File: src/rtl/imem_fetch_queue.sv
// Instruction prefetch queue: issues sequential word fetches on a pipelined
// in-order req/gnt/ack bus, buffers the returned parcels with their PC and
// fault flags, and presents the head entry to the core's IF stage.
//
// Bus handshake: a request transfers when imem_req and imem_gnt are both high
// on a rising edge. imem_adr is stable while imem_req is high. Responses come
// back in request order, one per imem_ack, no earlier than the cycle after
// their grant. imem_err and imem_q are only meaningful while imem_ack is high.
module imem_fetch_queue #(
    parameter int               XLEN        = 32,
    parameter int               PARCEL_SIZE = 32,
    parameter int               DEPTH       = 4,
    parameter logic [XLEN-1:0]  PC_INIT     = 'h200
) (
    input  logic                        clk,
    input  logic                        rst,
    input  logic [XLEN-1:0]             if_nxt_pc,
    input  logic                        if_flush,
    input  logic                        if_stall,
    output logic                        if_stall_nxt_pc,
    output logic [PARCEL_SIZE-1:0]      if_parcel,
    output logic [XLEN-1:0]             if_parcel_pc,
    output logic [PARCEL_SIZE/16-1:0]   if_parcel_valid,
    output logic                        if_parcel_misaligned,
    output logic                        if_parcel_page_fault,
    output logic                        imem_req,
    output logic [XLEN-1:0]             imem_adr,
    input  logic                        imem_gnt,
    input  logic                        imem_ack,
    input  logic                        imem_err,
    input  logic [PARCEL_SIZE-1:0]      imem_q
);
    localparam int            AW      = $clog2(DEPTH);
    localparam int            CW      = AW + 1;
    localparam logic [CW:0]   DEPTH_C = (CW+1)'(DEPTH);

    // Control state
    logic [XLEN-1:0] fpc;
    logic [CW-1:0]   occ;
    logic [CW-1:0]   infl;
    logic [CW-1:0]   disc;
    logic            halt;

    // Parcel queue storage and pointers
    logic [PARCEL_SIZE-1:0] q_parcel [DEPTH];
    logic [XLEN-1:0]        q_pc     [DEPTH];
    logic [DEPTH-1:0]       q_mis;
    logic [DEPTH-1:0]       q_flt;
    logic [AW-1:0]          q_rd;
    logic [AW-1:0]          q_wr;

    // Tag FIFO: PC of each in-flight request, in issue order
    logic [XLEN-1:0]        tag_pc [DEPTH];
    logic [AW-1:0]          t_rd;
    logic [AW-1:0]          t_wr;

    logic [CW:0]            used;
    logic                   credit;
    logic                   grant;
    logic                   ack_keep;
    logic                   mis_push;
    logic                   push;
    logic                   pop;
    logic [PARCEL_SIZE-1:0] push_parcel;
    logic [XLEN-1:0]        push_pc;
    logic                   push_mis;
    logic                   push_flt;

    // Credit, request, push/pop decisions and the entry to be written
    always_comb begin
        used     = {1'b0, occ} + {1'b0, infl};
        credit   = used < DEPTH_C;
        imem_req = !rst && credit && !halt && !if_flush && (fpc[1:0] == 2'b00);
        imem_adr = fpc;
        if_stall_nxt_pc = !credit;
        grant    = imem_req && imem_gnt;
        // A response is kept only when nothing ahead of it is marked for drop
        ack_keep = imem_ack && (disc == '0) && !if_flush;
        // A misaligned PC becomes a fault entry once no live fetch is ahead of it
        mis_push = (fpc[1:0] != 2'b00) && credit && (infl == disc) && !halt && !if_flush;
        push     = ack_keep || mis_push;
        pop      = (occ != '0) && !if_stall && !if_flush;
        if (mis_push) begin
            push_parcel = '0;
            push_pc     = fpc;
            push_mis    = 1'b1;
            push_flt    = 1'b0;
        end else begin
            push_parcel = imem_err ? '0 : imem_q;
            push_pc     = tag_pc[t_rd];
            push_mis    = 1'b0;
            push_flt    = imem_err;
        end
    end

    // Fetch PC, counters, pointers and halt flag
    always_ff @(posedge clk or posedge rst) begin
        if (rst) begin
            fpc  <= PC_INIT;
            occ  <= '0;
            infl <= '0;
            disc <= '0;
            halt <= 1'b0;
            q_rd <= '0;
            q_wr <= '0;
            t_rd <= '0;
            t_wr <= '0;
        end else if (if_flush) begin
            fpc  <= if_nxt_pc;
            halt <= 1'b0;
            occ  <= '0;
            q_rd <= '0;
            q_wr <= '0;
            // Every request still outstanding after this cycle is dropped on return
            if (imem_ack) begin
                infl <= infl - CW'(1);
                disc <= infl - CW'(1);
                t_rd <= t_rd + AW'(1);
            end else begin
                disc <= infl;
            end
        end else begin
            if (grant) begin
                fpc  <= fpc + XLEN'(4);
                t_wr <= t_wr + AW'(1);
            end
            if (imem_ack) begin
                t_rd <= t_rd + AW'(1);
                if (disc != '0) disc <= disc - CW'(1);
            end
            infl <= infl + CW'(grant) - CW'(imem_ack);
            occ  <= occ + CW'(push) - CW'(pop);
            if (push) q_wr <= q_wr + AW'(1);
            if (pop)  q_rd <= q_rd + AW'(1);
            if (mis_push || (ack_keep && imem_err)) halt <= 1'b1;
        end
    end

    // Tag capture on grant
    always_ff @(posedge clk) begin
        if (grant) tag_pc[t_wr] <= fpc;
    end

    // Queue entry write; contents are only visible through occ-gated head outputs
    always_ff @(posedge clk) begin
        if (push) begin
            q_parcel[q_wr] <= push_parcel;
            q_pc[q_wr]     <= push_pc;
            q_mis[q_wr]    <= push_mis;
            q_flt[q_wr]    <= push_flt;
        end
    end

    // Head entry presentation, all zero when the queue is empty
    always_comb begin
        if_parcel            = '0;
        if_parcel_pc         = '0;
        if_parcel_valid      = '0;
        if_parcel_misaligned = 1'b0;
        if_parcel_page_fault = 1'b0;
        if (occ != '0) begin
            if_parcel            = q_parcel[q_rd];
            if_parcel_pc         = q_pc[q_rd];
            if_parcel_valid      = '1;
            if_parcel_misaligned = q_mis[q_rd];
            if_parcel_page_fault = q_flt[q_rd];
        end
    end

endmodule
File: config.mk
export PLATFORM = sky130hd
export DESIGN_NAME = imem_fetch_queue
export DESIGN_NICKNAME = d
export VERILOG_FILES = /design/src/rtl/imem_fetch_queue.sv
export SDC_FILE = /design/constraint.sdc
export NUM_CORES = 1
export LEC_CHECK = 0
export CAP_MARGIN = 20
export CORE_ASPECT_RATIO = 0.7
export CORE_MARGIN = 1.5
export CORE_UTILIZATION = 57
export CTS_CLUSTER_SIZE = 30
export DETAILED_ROUTE_END_ITERATION = 7
export GPL_ROUTABILITY_DRIVEN = 1
export PLACE_DENSITY = 0.75
export SYNTH_ARGS = -nofsm -noshare
export SYNTH_HDL_FRONTEND = slang
export SYNTH_SLANG_ARGS = --single-unit
File: constraint.sdc
create_clock -name clk -period 5.7 [get_ports clk]
set_input_delay 1.14 -clock clk [delete_from_list [all_inputs] [get_ports clk]]
set_output_delay 1.14 -clock clk [all_outputs]
set_load 0.005 [all_outputs]
==> flow_summary.toml, run 1 <==
[run_status]
run_status = "completed"

[drt]
routed_wl_um = 38600
drt_iter0_drc = 853
vias = 9759
ant_nets = 0
drcViolationCount = 0
vias_per_cell = 5.97
post_drt_wl_per_cell_um = 23.6
firstDrtPassIters = 5

[sta]
finalCritPeriodShare = 0.719
final_max_slew_viol_count = 0
fin_skew_ns = 0.0153
setup_slack_ns = 1.60
relSlewSlack = 0.227
finalSetupViolCount = 0
hold_viol = 0
fmax_mhz = 244
rsz0062_at_grt = "false"
worst_pin_slew_ns = 1.15
fin_crit_ns = 4.10
fin_setup_tns_ns = 0

[worst_setup_path]
cp_slowest_stage_delay_ns = 0.74
required_ns = 4.56
reg2reg_slack_ns = 2.11
r2r-start = "infl[2]"
r2r_cells = 12
cp_data_arrival_time_ns = 2.96
timing.rr.end = "infl[2]"
crit_type = "flip-flop to output pin"
start_kind = "flip-flop"
path_max_fanout = 48
crit_slowest_cell = "dfrtp_4"
path_cells = "buf_12 -> mux4_2 -> and2_1 -> clkdlybuf4s50_1"
critPathCaptureType = "output pin"

[cells_and_area]
fin_util = 0.695
layout.nets = 1275
layout-drive-gt1-share = 0.192
synthToLayoutAreaGrowth_pct = 19.5
insertedDiodeCount = 0

[min_path]
min_from = "t_rd[0]"
hold_class = "flip-flop to flip-flop"
min_to = "t_rd[0]"
holdPathStages = 1

[place]
gp_congestion = 0.840
port_buffers = 172
dp_worst_setup_slack_ns = 1.25
dp_hpwl_um = 23000

[die]
die_y_um = 152
ios = 173
dieArea_mm2 = 0.0330
start_util = 0.581
rows = 54
die_width_um = 217
core_area_mm2 = 0.0313

[clocking]
cts.sinks = 442
htree_num_levels = 2
cts_tree = "done"
post_cts_resized = 0
post_cts.repair.setup_buffers = 0
hold_buffers = 0
clk_path_buf_depth = 3
root_buffer = "clkbuf_16"
clk_latency_ns = 0.54
cts_buffers = 41
clkTransAtPathRegs_ns = 0.07

[run]
drv_cap = 0

[power]
leakage_uw = 0.00715
ir_drop_uv = 262
power_density_mw_per_mm2 = 427

[synth]
yosys.area.top_type_share = 0.647
async_flop_share = 0.113
synth-edff-count = 392
yosys.cell_types.count = 54
syn_nets = 1089
synth_common_cells = "392 x edfxtp_1, 105 x and2_1, 98 x mux4_2"
synth_seq_area_share = 0.716
yosysTopAreaCell = "edfxtp_1"
synthFlopType = "edfxtp_1"
synth_area_leaders = "edfxtp_1 65%, mux4_2 12%, dfrtp_1 6.7%, and2_1 3.6%, mux2_2 2.2%"
synth.most_common_cell = "edfxtp_1"
avgSynthCellArea_um2 = 18.2
syn_area_mm2 = 0.0182
syn_inst = 998
ys_ff_latch = 442
ys_warn_count = 0

[global_routing]
antenna_found_initial = 0
grt_pass1_vias = 10183
groute.usage.overall = 0.241
grt_first_pass_wirelength_um = 59900
grt_overflow_total = 0
grt_max_degree = 68
## registers in the layout, summed over array words and instances (netlist names)
signal and flops:
q_parcel 128, t_wr 2, disc 3, q_mis 4, halt 1, q_rd 2, infl 3, imem_adr 32
tag_pc 128, q_pc 128, t_rd 2, q_flt 4, occ 3, q_wr 2
## layer usage
layer / wire length, um / vias up / GRT usage / part of all wire
met5: 0 / - / 0 / 0
li1: - / 4317 / - / -
met4: 728 / 0 / 0.0565 / 0.019
met1: 16800 / 5016 / 0.360 / 0.44
met2: 18400 / 371 / 0.371 / 0.48
met3: 2700 / 55 / 0.0533 / 0.070
## worst max path at each step
stage          startpoint               end  slack (ns)  cells after the start
2_1_floorplan    if_flush          q_flt[0]        0.13                      6
3_3_place_gp          rst           infl[2]        1.34                     12
3_5_place_dp          rst           infl[2]        1.25                     12
4_1_cts           q_rd[0]  if_parcel_pc[31]        1.51                      4
5_1_grt           q_rd[0]  if_parcel_pc[31]        1.42                      4
6_report          q_rd[0]  if_parcel_pc[31]        1.60                      4
## metrics by stage
step	std cells	instance area (um2)	hold WS [ns]	power, uW
final	1635	21700	0.539	9280
after CTS	1634	21700	0.539	9370
after detailed placement	1560	20400	0.530	6710
after floorplan	998	18200	0.482	5600
after global routing	1635	21700	0.553	9690
after global placement	1560	20400	0.507	6670
## critical path: cells and delay by family, from the launching register on
family | cells | cell delay [ns]
simple gates | 1 | 0.17
mux | 1 | 0.55
flops | 1 | 0.74
buf+inv | 2 | 0.94
## cell usage in the layout (no fill, tap or decap), types with 10 or more instances in the layout
cell type,netlist,routed
edfxtp_1,392,392
clkdlybuf4s50_1,0,171
and2_1,105,105
mux4_2,98,98
nand2_1,49,49
dfrtp_1,49,46
clkbuf_16,0,41
mux2_2,35,35
nand3_1,26,26
nor2_1,23,21
buf_4,1,20
o21ai_0,18,18
ha_1,18,18
o211ai_1,14,14
inv_1,16,14
xnor2_1,13,13
clkinv_1,1,11
a21oi_1,10,10
## area by class of cell
class	count	area (um2)
Clock buffer	46	1040
Clock inverter	28	249
Fill cell	2042	9550
Inverter	18	67.6
Multi-Input combinational cell	488	4930
Sequential cell	442	13000
Tap cell	420	526
Timing Repair Buffer	193	1890
## power by group
part           switching, uW  internal [uW]
Sequential               224           3890
Combinational           1120           1390
Clock                   1150           1510
Total                   2500           6780
## logic make-up after synthesis
kind of cell               synth area share
AOI/OAI and AO/OA                    0.0246
xor gates and xnor gates            0.00867
adders and majority gates            0.0146
buffers and inverters                0.0153
DFF                                   0.716
muxes                                 0.145
and+or+nand+nor                      0.0762
(Power assumes the default switching activity.)
==> run 2, diff against run 1 <==
--- a/config.mk
+++ b/config.mk
@@ -8,11 +8,11 @@
 export CAP_MARGIN = 20
 export CORE_ASPECT_RATIO = 0.7
 export CORE_MARGIN = 1.5
-export CORE_UTILIZATION = 57
+export CORE_UTILIZATION = 52
 export CTS_CLUSTER_SIZE = 30
 export DETAILED_ROUTE_END_ITERATION = 7
 export GPL_ROUTABILITY_DRIVEN = 1
-export PLACE_DENSITY = 0.75
+export PLACE_DENSITY = 0.72
 export SYNTH_ARGS = -nofsm -noshare
 export SYNTH_HDL_FRONTEND = slang
 export SYNTH_SLANG_ARGS = --single-unit
==> constraint.sdc (replaced) <==
create_clock -name clk -period 3.6 [get_ports clk]
set_input_delay 0.72 -clock clk [delete_from_list [all_inputs] [get_ports clk]]
set_output_delay 0.72 -clock clk [all_outputs]
set_load 0.005 [all_outputs]
==> run 2 against run 1 <==
Effect of this change: sequential power increased by 59%; critical path type unchanged; clock skew decreased by 0.0046 ns; highest routed layer unchanged; sequential share of layout area decreased by 0.75 points; critical endpoint is now if_parcel_page_fault; critical path depth unchanged; cell count increased by 4.2%.
==> flow_summary.toml, run 2 (synthesis results as in run 1) <==
[die]
rows = 57
core_area_mm2 = 0.0346
die_width_um = 227
start_util = 0.526
die_y_um = 159
dieArea_mm2 = 0.0361
ios = 173

[place]
dp_cells = 1632
gp_congestion = 0.783
dp_worst_setup_slack_ns = 0.107
port_buffers = 172
dp_hpwl_um = 24400

[clocking]
cts_buffers = 42
cts_tree = "done"
clkTransAtPathRegs_ns = 0.06
post_cts_resized = 0
root_buffer = "clkbuf_16"
clk_latency_ns = 0.54
htree_num_levels = 2
cts.sinks = 442
post_cts.repair.setup_buffers = 0
clk_path_buf_depth = 3
hold_buffers = 0

[cells_and_area]
layout.nets = 1295
layout-drive-gt1-share = 0.198
layout_common_cells = "392 x edfxtp_1, 171 x clkdlybuf4s50_1, 105 x and2_1, 98 x mux4_2, 49 x nand2_1"
reg_top3 = "q_parcel x128, q_pc x128, tag_pc x128"
final_common_cell = "edfxtp_1"
synthToLayoutAreaGrowth_pct = 21.0
stdcell_count = 1703
insertedDiodeCount = 0

[sta]
fmax_mhz = 295
whs_ns = 0.507
fin_crit_ns = 3.39
finalCritPeriodShare = 0.941
setup_slack_ns = 0.212
final_max_slew_viol_count = 0
hold_viol = 0
relSlewSlack = 0.483
worst_pin_slew_ns = 0.770
finalSetupViolCount = 0
fin_skew_ns = 0.0108
rsz0062_at_grt = "false"

[power]
ir_drop_uv = 353
power_density_mw_per_mm2 = 667
leakage_uw = 0.00727
power_uw = 14700

[global_routing]
groute.usage.overall = 0.219
grt_overflow_total = 0
grt_max_degree = 67
grt_pass1_vias = 10082
grt_first_pass_wirelength_um = 59100
antenna_found_initial = 0

[drt]
drt_iter0_drc = 941
post_drt_wl_per_cell_um = 22.5
vias_per_cell = 5.67
vias = 9659
ant_nets = 0
drcViolationCount = 0
routed_wl_um = 38300
firstDrtPassIters = 7

[run]
drv_cap = 0

[worst_setup_path]
path_max_fanout = 18
crit_type = "flip-flop to output pin"
r2r-start = "infl[2]"
crit_start = "q_rd[0]"
critPathCaptureType = "output pin"
cp_data_arrival_time_ns = 2.67
start_kind = "flip-flop"
required_ns = 2.88

[min_path]
hold_class = "input pin to flip-flop"
min_from = "if_flush"

[run_status]
run_status = "completed"
[run 2: final cells by class]
cell class	count	area (um2)
well taps	472	591
clock inverters	9	95.1
flip-flops and latches	442	13000
fillers	2403	12600
clock buffers	62	1170
multi-input cells	488	4930
repair buffers	212	2130
inverters	18	67.6
[run 2: path summary, 6_finish.rpt]
check	to	slack, ns	depth (start not counted)
min in group asynchronous	imem_adr[1]	0.69	2
worst max register to register	infl[2]	0.63	11
max in group asynchronous	imem_adr[9]	2.18	3
worst min-delay path	q_rd[0]	0.51	2
worst max-delay path	if_parcel_page_fault	0.21	4
worst min register to register	halt	0.58	2
[run 2: power by group]
| part | leakage [uW] | internal (uW) | switching (uW) | total (uW) |
|---|---|---|---|---|
| Sequential | 0.00415 | 6160 | 368 | 6520 |
| Combinational | 0.00250 | 2280 | 1720 | 4000 |
| Clock | 0.000614 | 2380 | 1770 | 4140 |
[run 2: critical path, cell delays in order (launching register included)]
cell and delay (ns):
dfrtp_4 0.68, buf_4 0.29, mux4_2 0.51, and2_1 0.17, clkdlybuf4s50_1 0.48
[run 2: metal layers]
metal | vias to the layer above | global-route usage | share of wire
met5 | - | 0 | 0
met4 | 0 | 0.0661 | 0.021
met3 | 57 | 0.0399 | 0.066
met2 | 312 | 0.335 | 0.47
met1 | 4940 | 0.326 | 0.44
li1 | 4350 | - | -
[run 2: stage by stage]
stage | setup TNS (ns) | util | area (um2)
finish | 0 | 0.636 | 22000
global route | 0 | 0.636 | 22000
CTS | 0 | 0.636 | 22000
detailed placement | 0 | 0.600 | 20700
global placement | 0 | 0.600 | 20700
floorplan | -91.47 | - | 18200
